`config.mk`:
```
export PLATFORM = sky130hd
export DESIGN_NAME = booth_bist
export DESIGN_NICKNAME = d
export VERILOG_FILES = /design/src/rtl/booth_bist.sv
export SDC_FILE = /design/constraint.sdc
export NUM_CORES = 1
export LEC_CHECK = 0
export ABC_AREA = 1
export CAP_MARGIN = 20
export CORE_MARGIN = 1
export CORE_UTILIZATION = 40
export CTS_CLUSTER_SIZE = 28
export DETAILED_ROUTE_END_ITERATION = 7
export PLACE_DENSITY_LB_ADDON = 0.2
export SYNTH_ARGS = -nofsm -noshare
export SYNTH_HDL_FRONTEND = slang
export SYNTH_SLANG_ARGS = --single-unit
export TNS_END_PERCENT = 20
```
`constraint.sdc`:
```
create_clock -name clk -period 1.8 [get_ports clk]
set_input_delay 0.18 -clock clk [delete_from_list [all_inputs] [get_ports clk]]
set_output_delay 0.18 -clock clk [all_outputs]
set_load 0.02 [all_outputs]
```
`src/rtl/booth_bist.sv`:
```
// booth_bist: signed 4x4 radix-2 Booth sequential multiplier with optional built-in self-test.
// Self-test logic and vector table are built only when BOOTH_BIST_SELFTEST_EN is defined.
module booth_bist (
  input  logic       clk,
  input  logic       rst,
  input  logic [3:0] a,
  input  logic [3:0] b,
  input  logic       start,
  input  logic       test,
  output logic [7:0] product,
  output logic       busy,
  output logic       pass
);
`ifdef BOOTH_BIST_SELFTEST_EN
  typedef enum logic [1:0] {IDLE, MUL, BIST_RUN, BIST_DONE} state_t;
`else
  typedef enum logic [1:0] {IDLE, MUL} state_t;
`endif
  state_t      r_state;
  logic [4:0]  r_m;
  logic [4:0]  r_acc;
  logic [3:0]  r_q;
  logic        r_qm1;
  logic [1:0]  r_cnt;
  logic [7:0]  r_prod;
  logic        r_busy;
  logic [4:0]  w_sum;
  logic [4:0]  w_acc;
  logic [3:0]  w_q;
  logic [7:0]  w_res;
  assign w_sum = (r_q[0] & ~r_qm1) ? r_acc - r_m :
                 (~r_q[0] & r_qm1) ? r_acc + r_m : r_acc;
  // Arithmetic right shift of {A,Q,Q-1}; Q-1 takes the old Q[0]
  assign w_acc = {w_sum[4], w_sum[4:1]};
  assign w_q   = {w_sum[0], r_q[3:1]};
  assign w_res = {w_acc[3:0], w_q};
  assign product = r_prod;
  assign busy    = r_busy;
`ifdef BOOTH_BIST_SELFTEST_EN
  logic [2:0]  r_idx;
  logic        r_err;
  logic        r_pass;
  logic        r_load;
  logic [3:0]  w_ta;
  logic [3:0]  w_tb;
  logic [7:0]  w_ref;
  logic        w_bad;
  always_comb begin
    w_ta = 4'b0000;
    w_tb = 4'b0000;
    case (r_idx)
      3'd0: begin w_ta = 4'b0011; w_tb = 4'b0101; end
      3'd1: begin w_ta = 4'b1000; w_tb = 4'b1000; end
      3'd2: begin w_ta = 4'b0111; w_tb = 4'b1000; end
      3'd3: begin w_ta = 4'b1111; w_tb = 4'b1111; end
      3'd4: begin w_ta = 4'b0000; w_tb = 4'b1011; end
      3'd5: begin w_ta = 4'b0111; w_tb = 4'b0111; end
      3'd6: begin w_ta = 4'b0101; w_tb = 4'b1101; end
      default: begin w_ta = 4'b1110; w_tb = 4'b0010; end
    endcase
  end
  // Low 8 bits of an 8x8 product of sign-extended operands equal the signed product
  assign w_ref = {{4{w_ta[3]}}, w_ta} * {{4{w_tb[3]}}, w_tb};
  assign w_bad = w_res != w_ref;
  assign pass  = r_pass;
`else
  logic w_unused;
  assign w_unused = test;
  assign pass     = 1'b0;
`endif
  always_ff @(posedge clk) begin
    if (rst) begin
      r_state <= IDLE;
      r_m     <= '0;
      r_acc   <= '0;
      r_q     <= '0;
      r_qm1   <= 1'b0;
      r_cnt   <= '0;
      r_prod  <= '0;
      r_busy  <= 1'b0;
`ifdef BOOTH_BIST_SELFTEST_EN
      r_idx   <= '0;
      r_err   <= 1'b0;
      r_pass  <= 1'b0;
      r_load  <= 1'b0;
`endif
    end else begin
      case (r_state)
        IDLE: begin
`ifdef BOOTH_BIST_SELFTEST_EN
          if (test) begin
            r_state <= BIST_RUN;
            r_idx   <= '0;
            r_err   <= 1'b0;
            r_load  <= 1'b1;
            r_busy  <= 1'b1;
          end else
`endif
          if (start) begin
            r_state <= MUL;
            r_m     <= {a[3], a};
            r_acc   <= '0;
            r_q     <= b;
            r_qm1   <= 1'b0;
            r_cnt   <= '0;
            r_busy  <= 1'b1;
          end
        end
        MUL: begin
          r_acc <= w_acc;
          r_q   <= w_q;
          r_qm1 <= r_q[0];
          r_cnt <= r_cnt + 2'd1;
          if (r_cnt == 2'd3) begin
            r_prod  <= w_res;
            r_busy  <= 1'b0;
            r_state <= IDLE;
          end
        end
`ifdef BOOTH_BIST_SELFTEST_EN
        BIST_RUN: begin
          if (!test) begin
            r_state <= IDLE;
            r_busy  <= 1'b0;
            r_pass  <= 1'b0;
          end else if (r_load) begin
            r_m    <= {w_ta[3], w_ta};
            r_acc  <= '0;
            r_q    <= w_tb;
            r_qm1  <= 1'b0;
            r_cnt  <= '0;
            r_load <= 1'b0;
          end else begin
            r_acc <= w_acc;
            r_q   <= w_q;
            r_qm1 <= r_q[0];
            r_cnt <= r_cnt + 2'd1;
            if (r_cnt == 2'd3) begin
              r_prod <= w_res;
              r_err  <= r_err | w_bad;
              r_idx  <= r_idx + 3'd1;
              r_load <= 1'b1;
              if (r_idx == 3'd7) begin
                r_state <= BIST_DONE;
                r_busy  <= 1'b0;
                r_pass  <= ~(r_err | w_bad);
              end
            end
          end
        end
        BIST_DONE: begin
          if (!test) begin
            r_state <= IDLE;
            r_pass  <= 1'b0;
          end
        end
`endif
        default: r_state <= IDLE;
      endcase
    end
  end
endmodule

```
==> results of run 1 <==
area by class of cell:
class / count / area (um^2) / share of cell area
clock inverters: 1 / 30.03 / 0.01829
well taps: 44 / 55.05 / 0.03354
inverters: 27 / 102.6 / 0.06250
multi-input cells: 120 / 720.7 / 0.4390
clock buffers: 3 / 22.52 / 0.01372
repair buffers: 24 / 227.7 / 0.1387
flip-flops and latches: 24 / 483.0 / 0.2942
state kept, by name, summed over array words and instances, names as in the netlist:
register	flops
r_qm1	1
r_m	4
product	8
busy	1
r_acc	4
r_cnt	2
r_q	4
final timing paths:
check,to,cells after the start
max reg2reg,product[7]$_SDFFE_PP0P_,10
min,r_m[0]$_SDFFE_PP0P_,3
max,product[7]$_SDFFE_PP0P_,10
min reg2reg,r_cnt[0]$_SDFFE_PP0P_,1
cells by family after synthesis:
logic type	count (synthesis)	share of synthesized area
AO/OA/AOI/OAI	38	0.1679
adder cells (fa/ha/maj)	11	0.1138
buffers and inverters	32	0.1045
flip-flops	24	0.3582
other	1	0.002796
AND/OR/NAND/NOR	70	0.2528
cell usage in the layout (no fill, tap or decap), drive strengths merged:
| master | n |
|---|---|
| nand3 | 10 |
| clkbuf | 3 |
| inv | 26 |
| or2 | 1 |
| nor2 | 16 |
| clkdlybuf4s50 | 19 |
| fa | 2 |
| ha | 9 |
| nand2 | 41 |
| conb | 1 |
| buf | 5 |
| o221ai | 3 |
| dfxtp | 24 |
| o21ai | 14 |
| a211oi | 3 |
| nor3 | 2 |
| a21oi | 17 |
| bufinv | 1 |
| a31oi | 1 |
| clkinv | 1 |
what timing repair did:
item / CTS / global route
resized for setup: 0 / 2
setup endpoints to repair: 0 / 3
buffers inserted: 0 / 1
report_power, final:
| group | switching, mW | leakage (nW) | internal, mW |
|---|---|---|---|
| Combinational | 0.121 | 0.500 | 0.0831 |
| Sequential | 0.0120 | 0.196 | 0.553 |
| Clock | 0.179 | 0.0279 | 0.225 |
critical path, cell delays in order, from the launching register on:
cell     delay [ns]
dfxtp_2        0.37
ha_1           0.16
inv_1          0.05
fa_1           0.37
or2_1          0.25
nand3_1        0.08
nand2_1        0.05
nand2_1        0.07
nand2_2        0.06
nand2_1        0.08
a21oi_2        0.05
routing by layer:
metal,vias to the layer above,GRT usage,part of all wire
li1,610,-,-
met1,508,0.2294,0.48
met2,24,0.3111,0.48
met3,4,0.01948,0.028
met4,0,0.06977,0.010
met5,-,0,0
per-stage QoR:
stage	power [mW]	cells	instance area [um^2]
after floorplan	0.7134	176	1341
after global placement	0.7700	238	1579
after detailed placement	0.7775	238	1579
after CTS	1.175	242	1632
after global routing	1.231	243	1642
final	1.173	243	1642
==> impl_metrics.yaml, run 1 <==
setup_path:
  worstPathRequired_ns: 2.03
  r2r_slack_ns: 0.13
  worstSetupPathType: "reg -> reg"
  rr_startpoint: "r_acc[0]$_SDFFE_PP0P_"
  worstSetupStartpointType: "flip-flop"
  worstSetupEndpointType: "flip-flop"
  worstSetupStartpoint: "r_acc[0]$_SDFFE_PP0P_"
  critPathArrivalTime_ns: 1.91
  critPathMaxFanout: 3
placement:
  dp_worst_setup_slack_ns: 0.1123
  dp.final_hpwl_mm: 2.073
  port_buffers: 19
  gp_congestion: 0.8036
hold_path:
  hp-class: "in -> reg"
  hp-start: "a[0]"
synthesis:
  ys_warn_count: 0
  synth-edff-count: 0
  syn-cell-area_um2: 1341
  synth_most_common_cell: "nand2_1"
  syn_area_per_cell_um2: 7.621
  synth_top_area_share: 0.3582
  postSynth.asyncResetShare: 0
  syn_nets: 199
  synthCells: 176
  ys_ff_latch: 24
  synth-main-ff-cell: "dfxtp_1"
  synthTopCellsByArea: "dfxtp_1 36%, nand2_1 10%, ha_1 8.4%"
  ys_seq_area_frac: 0.3582
  synth_cell_type_count: 27
  synth_top_area_cell: "dfxtp_1"
  synth_common_cells: "37 x nand2_1, 24 x dfxtp_1, 22 x inv_1"
drt:
  routed-via-count: 1146
  routedWlPerCell_um: 11.58
  via_per_inst: 4.716
  antenna_left: 0
  wl_mm: 2.814
  firstDrtPassIters: 4
  drc_errors: 0
  drt_iter0_drc: 35
cells_and_area:
  drive_above_1_share: 0.1508
  fill_cells: 319
  post-route-util: 0.5248
  area_growth_pct: 22.39
  nets: 223
  diodes: 0
run:
  maxCapViolCount: 0
cts:
  cts_hold_buf: 0
  clock_path_buffers: 2
  clock_latency_ns: 0.32
  h-tree-depth: 1
  cts_buffers: 3
  clk_pin_slew_worst_paths_ns: 0.14
  cts_root_buffer: "clkbuf_4"
  cts_sinks: 24
  cts_tree: "yes"
sta:
  period_share: 0.9283
  fin_ws_ns: 0.1291
  fin_crit_ns: 1.671
  max_freq_mhz: 598.5
  slew_viol_final: 0
  setup_violations: 0
  hold_ws_ns: 0.4162
  rsz0062_at_grt: "false"
  finClkSkew_ns: 0.004174
  fin_setup_tns_ns: 0
  finalHoldViolations: 0
floorplanning:
  ios: 22
  die-height_um: 59.91
  die_x_um: 59.91
  start_util: 0.4288
  core_area_um2: 3128
  rows: 20
  dieArea_um2: 3589
pwr:
  power_leakage_nw: 0.7245
  power.density_nw_per_um2: 714.3
  vdd_drop_max_mv: 0.3159
global_routing:
  overflow: 0
  track_usage: 0.1805
  antenna_found_initial: 0
  grt_pass1_wl_mm: 4.788
  grt_start_max_net_pins: 15
  grt_pass1_vias: 1066
status:
  outcome: "finished clean"
Power figures use the tool's default switching activity.
==> run 2, diff against run 1 <==
- SETUP_SLACK_MARGIN: not set -> 0.4
==> run 2 against run 1 <==
Compared with the run above:
- count of clock-buffer cells in the layout unchanged
- global-route usage decreased by 0.42 points
- worst hold slack got worse by 0.0030 ns
- non-clock buffer count unchanged
- core utilization increased by 0.96 points
- sequential cell count unchanged
- largest power group unchanged
- die area unchanged
==> impl_metrics.yaml, run 2 (synthesis gave the netlist of run 1 again) <==
cells_and_area:
  finalInstanceArea_um2: 1672
  area_growth_pct: 24.63
  diodes: 0
  final_cell_mix: "36 x nand2_1, 21 x dfxtp_1, 19 x inv_1, 18 x clkdlybuf4s50_1, 13 x a21oi_1"
  nets: 223
  largest_reg_flops: 8
  mostFrequentLayoutCell: "nand2_1"
  post-route-util: 0.5344
  drive_above_1_share: 0.2010
setup_path:
  critPathMaxFanout: 3
  worstSetupEndpointType: "flip-flop"
  rr_worst_depth: 10
  r2r_slack_ns: 0.17
  worstSetupPathType: "reg -> reg"
  worstSetupStartpointType: "flip-flop"
  r2r-end: "r_acc[3]$_SDFFE_PP0P_"
  critPathArrivalTime_ns: 1.86
  rr_startpoint: "r_m[0]$_SDFFE_PP0P_"
  worstPathRequired_ns: 2.04
floorplanning:
  die_x_um: 59.91
  die-height_um: 59.91
  core_area_um2: 3128
  rows: 20
  ios: 22
  start_util: 0.4288
  dieArea_um2: 3589
sta:
  finalHoldViolations: 0
  setup_violations: 0
  rsz0062_at_grt: "true"
  fin_setup_tns_ns: 0
  hold_ws_ns: 0.4132
  max_freq_mhz: 614.4
  period_share: 0.9042
  fin_crit_ns: 1.628
  finClkSkew_ns: 0.001404
  slew_viol_final: 0
cts:
  h-tree-depth: 1
  cts_buffers: 3
  cts_root_buffer: "clkbuf_4"
  cts_sinks: 24
  clock_latency_ns: 0.32
  clock_path_buffers: 2
  cts_tree: "yes"
  clk_pin_slew_worst_paths_ns: 0.14
hold_path:
  hp-class: "in -> reg"
  hold_path_depth: 3
  worstHoldEndpoint: "r_m[0]$_SDFFE_PP0P_"
  hp-start: "a[0]"
drt:
  drt_iter0_drc: 43
  antenna_left: 0
  firstDrtPassIters: 4
  routedWlPerCell_um: 11.61
  drc_errors: 0
  routed-via-count: 1169
  wl_mm: 2.822
  via_per_inst: 4.811
pwr:
  p_sw_mw: 0.3134
  power.density_nw_per_um2: 704.2
  power_leakage_nw: 0.7276
  swShare: 0.2663
  pwr-share-comb: 0.177
  p_seq_frac: 0.482
  power_frac_clock: 0.341
  vdd_drop_max_mv: 0.4238
  p_int_mw: 0.8637
  power_mw: 1.177
placement:
  port_buffers: 19
  gp_congestion: 0.7932
  post_dp_cell_area_um2: 1590
  dp.final_hpwl_mm: 2.036
global_routing:
  grt_pass1_wl_mm: 4.657
  grt_pass1_vias: 1073
  antenna_found_initial: 0
  track_usage: 0.1764
  overflow: 0
  grt_start_max_net_pins: 15
status:
  outcome: "finished clean"
run:
  maxCapViolCount: 0
-- run 2: cell types whose count changed in the layout (fill, tap and decap cells not counted), sizes merged --
cell,change
dlygate4sd2,+1
clkdlybuf4s50,-1
-- run 2: worst max-delay path: stages, from the launching register on --
cell and delay [ns]:
dfxtp_4 0.39, ha_4 0.13, inv_2 0.04, fa_2 0.34, or2_1 0.25, nand3_1 0.09, nand2_1 0.05, nand2_1 0.07
nand2_2 0.07, nand3_2 0.07, a21oi_2 0.05
-- run 2: metal layers --
layer	GRT usage	wire [um]
met3	0.01948	95
met5	0	0
met4	0.07973	74
met2	0.2921	1314
met1	0.2291	1337
-- run 2: per-stage QoR --
| stage | std cells | setup slack, ns |
|---|---|---|
| after floorplan | 176 | 0.2838 |
| after global placement | 237 | 0.2051 |
| after detailed placement | 237 | 0.1827 |
| after CTS | 243 | 0.1933 |
| after global routing | 243 | 0.1078 |
| final | 243 | 0.1725 |
-- run 2: final cells by class --
| cell class | count | area [um^2] |
|---|---|---|
| multi-input combinational | 120 | 748.2 |
| inverter | 27 | 102.6 |
| clock buffer | 3 | 22.52 |
| sequential | 24 | 486.7 |
| fill | 321 | 1456 |
| clock inverter | 1 | 30.03 |
| timing repair buffer | 24 | 226.5 |
| tap | 44 | 55.05 |
-- run 2: what timing repair did --
| item | in CTS | in global routing |
|---|---|---|
| pin swaps | 3 | 3 |
| hold buffers | 0 | 0 |
| resized for setup | 3 | 7 |
| setup endpoints to repair | 17 | 17 |
| buffers inserted | 2 | 0 |
-- run 2: worst max path at each step --
stage                     slack (ns)                       to  cells after the start             startpoint
after floorplan                 0.28    r_acc[3]$_SDFFE_PP0P_                     10    r_m[0]$_SDFFE_PP0P_
after global placement          0.21  product[7]$_SDFFE_PP0P_                     10  r_acc[0]$_SDFFE_PP0P_
after detailed placement        0.18  product[4]$_SDFFE_PP0P_                      8  r_acc[0]$_SDFFE_PP0P_
after CTS                       0.19  product[7]$_SDFFE_PP0P_                     10    r_m[0]$_SDFFE_PP0P_
after global routing            0.11  product[7]$_SDFFE_PP0P_                     10    r_m[0]$_SDFFE_PP0P_
final                           0.17    r_acc[3]$_SDFFE_PP0P_                     10    r_m[0]$_SDFFE_PP0P_
-- run 2: power by group through the flow --
stage	Clock [mW]	Combinational (mW)	Sequential, mW
after CTS	0.407	0.204	0.567
after global placement	0	0.193	0.578
after global routing	0.427	0.234	0.569
final	0.402	0.209	0.567
after floorplan	0	0.134	0.581
after detailed placement	0	0.199	0.579
==> run 3, diff against run 2 <==
- RECOVER_POWER: not set -> 50
- TNS_END_PERCENT: 20 -> 5
==> run 3 against run 2 <==
Compared with the run above:
- critical endpoint unchanged
- core utilization fell by 1.6 points
- largest cell class unchanged
- sequential share of layout area rose by 1.1 points
- register-to-register slack barely moved
==> impl_metrics.yaml, run 3 (synthesis gave the netlist of run 1 again) <==
status:
  outcome: "finished clean"
setup_path:
  slowest_delay_ns: 0.39
  critPathMaxFanout: 3
  worstSetupEndpointType: "flip-flop"
  slowest_stage: "dfxtp_4"
  critPathMostFrequentCell: "nand2_1"
  worstSetupStartpointType: "flip-flop"
  critPathArrivalTime_ns: 1.86
  critPathTopFamily: "simple AND/OR/NAND/NOR gates"
  cp_num_buf_inv: 1
  worstSetupPathType: "reg -> reg"
  crit_path_cell_trace: "ha_4, inv_1, fa_2, or2_1, nand3_1, nand2_1, nand2_1, nand2_2, nand3_2, a21oi_2"
  worstPathRequired_ns: 2.03
drt:
  routedWlPerCell_um: 11.30
  wl_mm: 2.724
  drc_errors: 0
  firstDrtPassIters: 4
  via_per_inst: 4.863
  antenna_left: 0
  drt_iter0_drc: 38
  routed-via-count: 1172
cells_and_area:
  mostFrequentLayoutCell: "nand2_1"
  diodes: 0
  area_growth_pct: 20.90
  largest_reg_flops: 8
  drive_above_1_share: 0.1574
  final_cell_mix: "37 x nand2_1, 21 x dfxtp_1, 20 x inv_1, 18 x clkdlybuf4s50_1, 14 x nor2_1"
  finalNonFillerCells: 241
  nets: 221
cts:
  cts_hold_buf: 0
  cts_buffers: 3
  cts_root_buffer: "clkbuf_4"
  cts_tree: "yes"
  h-tree-depth: 1
  clk_pin_slew_worst_paths_ns: 0.14
  clock_latency_ns: 0.32
  cts_sinks: 24
  clock_path_buffers: 2
floorplanning:
  dieArea_um2: 3589
  rows: 20
  die-height_um: 59.91
  die_x_um: 59.91
  ios: 22
  core_area_um2: 3128
  start_util: 0.4288
global_routing:
  grt_start_max_net_pins: 15
  grt_pass1_wl_mm: 4.526
  overflow: 0
  track_usage: 0.1711
  grt_pass1_vias: 1058
  antenna_found_initial: 0
placement:
  dp.cells: 237
  port_buffers: 19
  dp.final_hpwl_mm: 2.036
  gp_congestion: 0.7932
pwr:
  power_leakage_nw: 0.7011
  p_seq_frac: 0.489
  pwr-share-comb: 0.166
  power.density_nw_per_um2: 713.7
  power_frac_clock: 0.345
  p_int_mw: 0.8544
  swShare: 0.2617
  vdd_drop_max_mv: 0.4184
  p_sw_mw: 0.3028
sta:
  maxSlewHeadroom: 0.5829
  period_share: 0.9057
  rsz0062_at_grt: "true"
  setup_violations: 0
  finClkSkew_ns: 0.002442
  max_freq_mhz: 613.4
  finalHoldViolations: 0
  fin_setup_tns_ns: 0
  fin_crit_ns: 1.630
  slew_viol_final: 0
  tightest_slew_ns: 0.6233
run:
  maxCapViolCount: 0
hold_path:
  hp-class: "in -> reg"
-- run 3: power groups by stage --
stage / logic [mW] / clock network, mW / registers [mW]
5_1_grt: 0.218 / 0.427 / 0.568
4_1_cts: 0.199 / 0.407 / 0.567
3_3_place_gp: 0.193 / 0 / 0.578
3_5_place_dp: 0.199 / 0 / 0.579
6_report: 0.192 / 0.400 / 0.566
2_1_floorplan: 0.134 / 0 / 0.581
-- run 3: worst paths after layout --
kind / start / to / slack, ns / depth (start not counted)
worst max register to register: r_m[0]$_SDFFE_PP0P_ / r_acc[3]$_SDFFE_PP0P_ / 0.17 / 10
worst max-delay path: r_m[0]$_SDFFE_PP0P_ / r_acc[3]$_SDFFE_PP0P_ / 0.17 / 10
worst min register to register: r_cnt[0]$_SDFFE_PP0P_ / r_cnt[0]$_SDFFE_PP0P_ / 0.48 / 1
worst min-delay path: a[0] / r_m[0]$_SDFFE_PP0P_ / 0.42 / 3
-- run 3: layer usage --
layer | vias to the layer above | track usage | part of all wire
met5 | - | 0 | 0
met2 | 25 | 0.2762 | 0.47
met4 | 0 | 0.07973 | 0.017
met1 | 530 | 0.2271 | 0.48
li1 | 611 | - | -
met3 | 6 | 0.01948 | 0.032
-- run 3: final cells by class --
type,count,area (um^2)
Multi-Input combinational cell,120,714.4
Clock inverter,1,30.03
Sequential cell,24,489.2
Timing Repair Buffer,22,207.7
Inverter,27,102.6
Clock buffer,3,22.52
Fill cell,323,1506
Tap cell,44,55.05
-- run 3: tightest hold or removal path: stages --
cell	delay (ns)
clkdlybuf4s50_1	0.39
nor2_1	0.10
nor2_1	0.05
-- run 3: per-stage QoR --
stage	hold slack (ns)	instance area, um^2	worst slack (ns)	power, mW	utilization
5_1_grt	0.4294	1622	0.1098	1.214	0.5184
4_1_cts	0.4155	1642	0.1676	1.173	0.5248
3_3_place_gp	0.4481	1590	0.2051	0.7712	0.5084
2_1_floorplan	0.2585	1360	0.2838	0.7156	-
3_5_place_dp	0.4607	1590	0.1827	0.7781	0.5084
6_report	0.4163	1622	0.1698	1.157	0.5184
-- run 3: timing repair --
item                                    4_1_cts  5_1_grt
endpoints found under the setup margin       17       17
pin swaps                                     0        1
resized for setup                             1        7
endpoints found under the hold margin         0        0
cloned                                        0        0
setup buffers                                 0        0
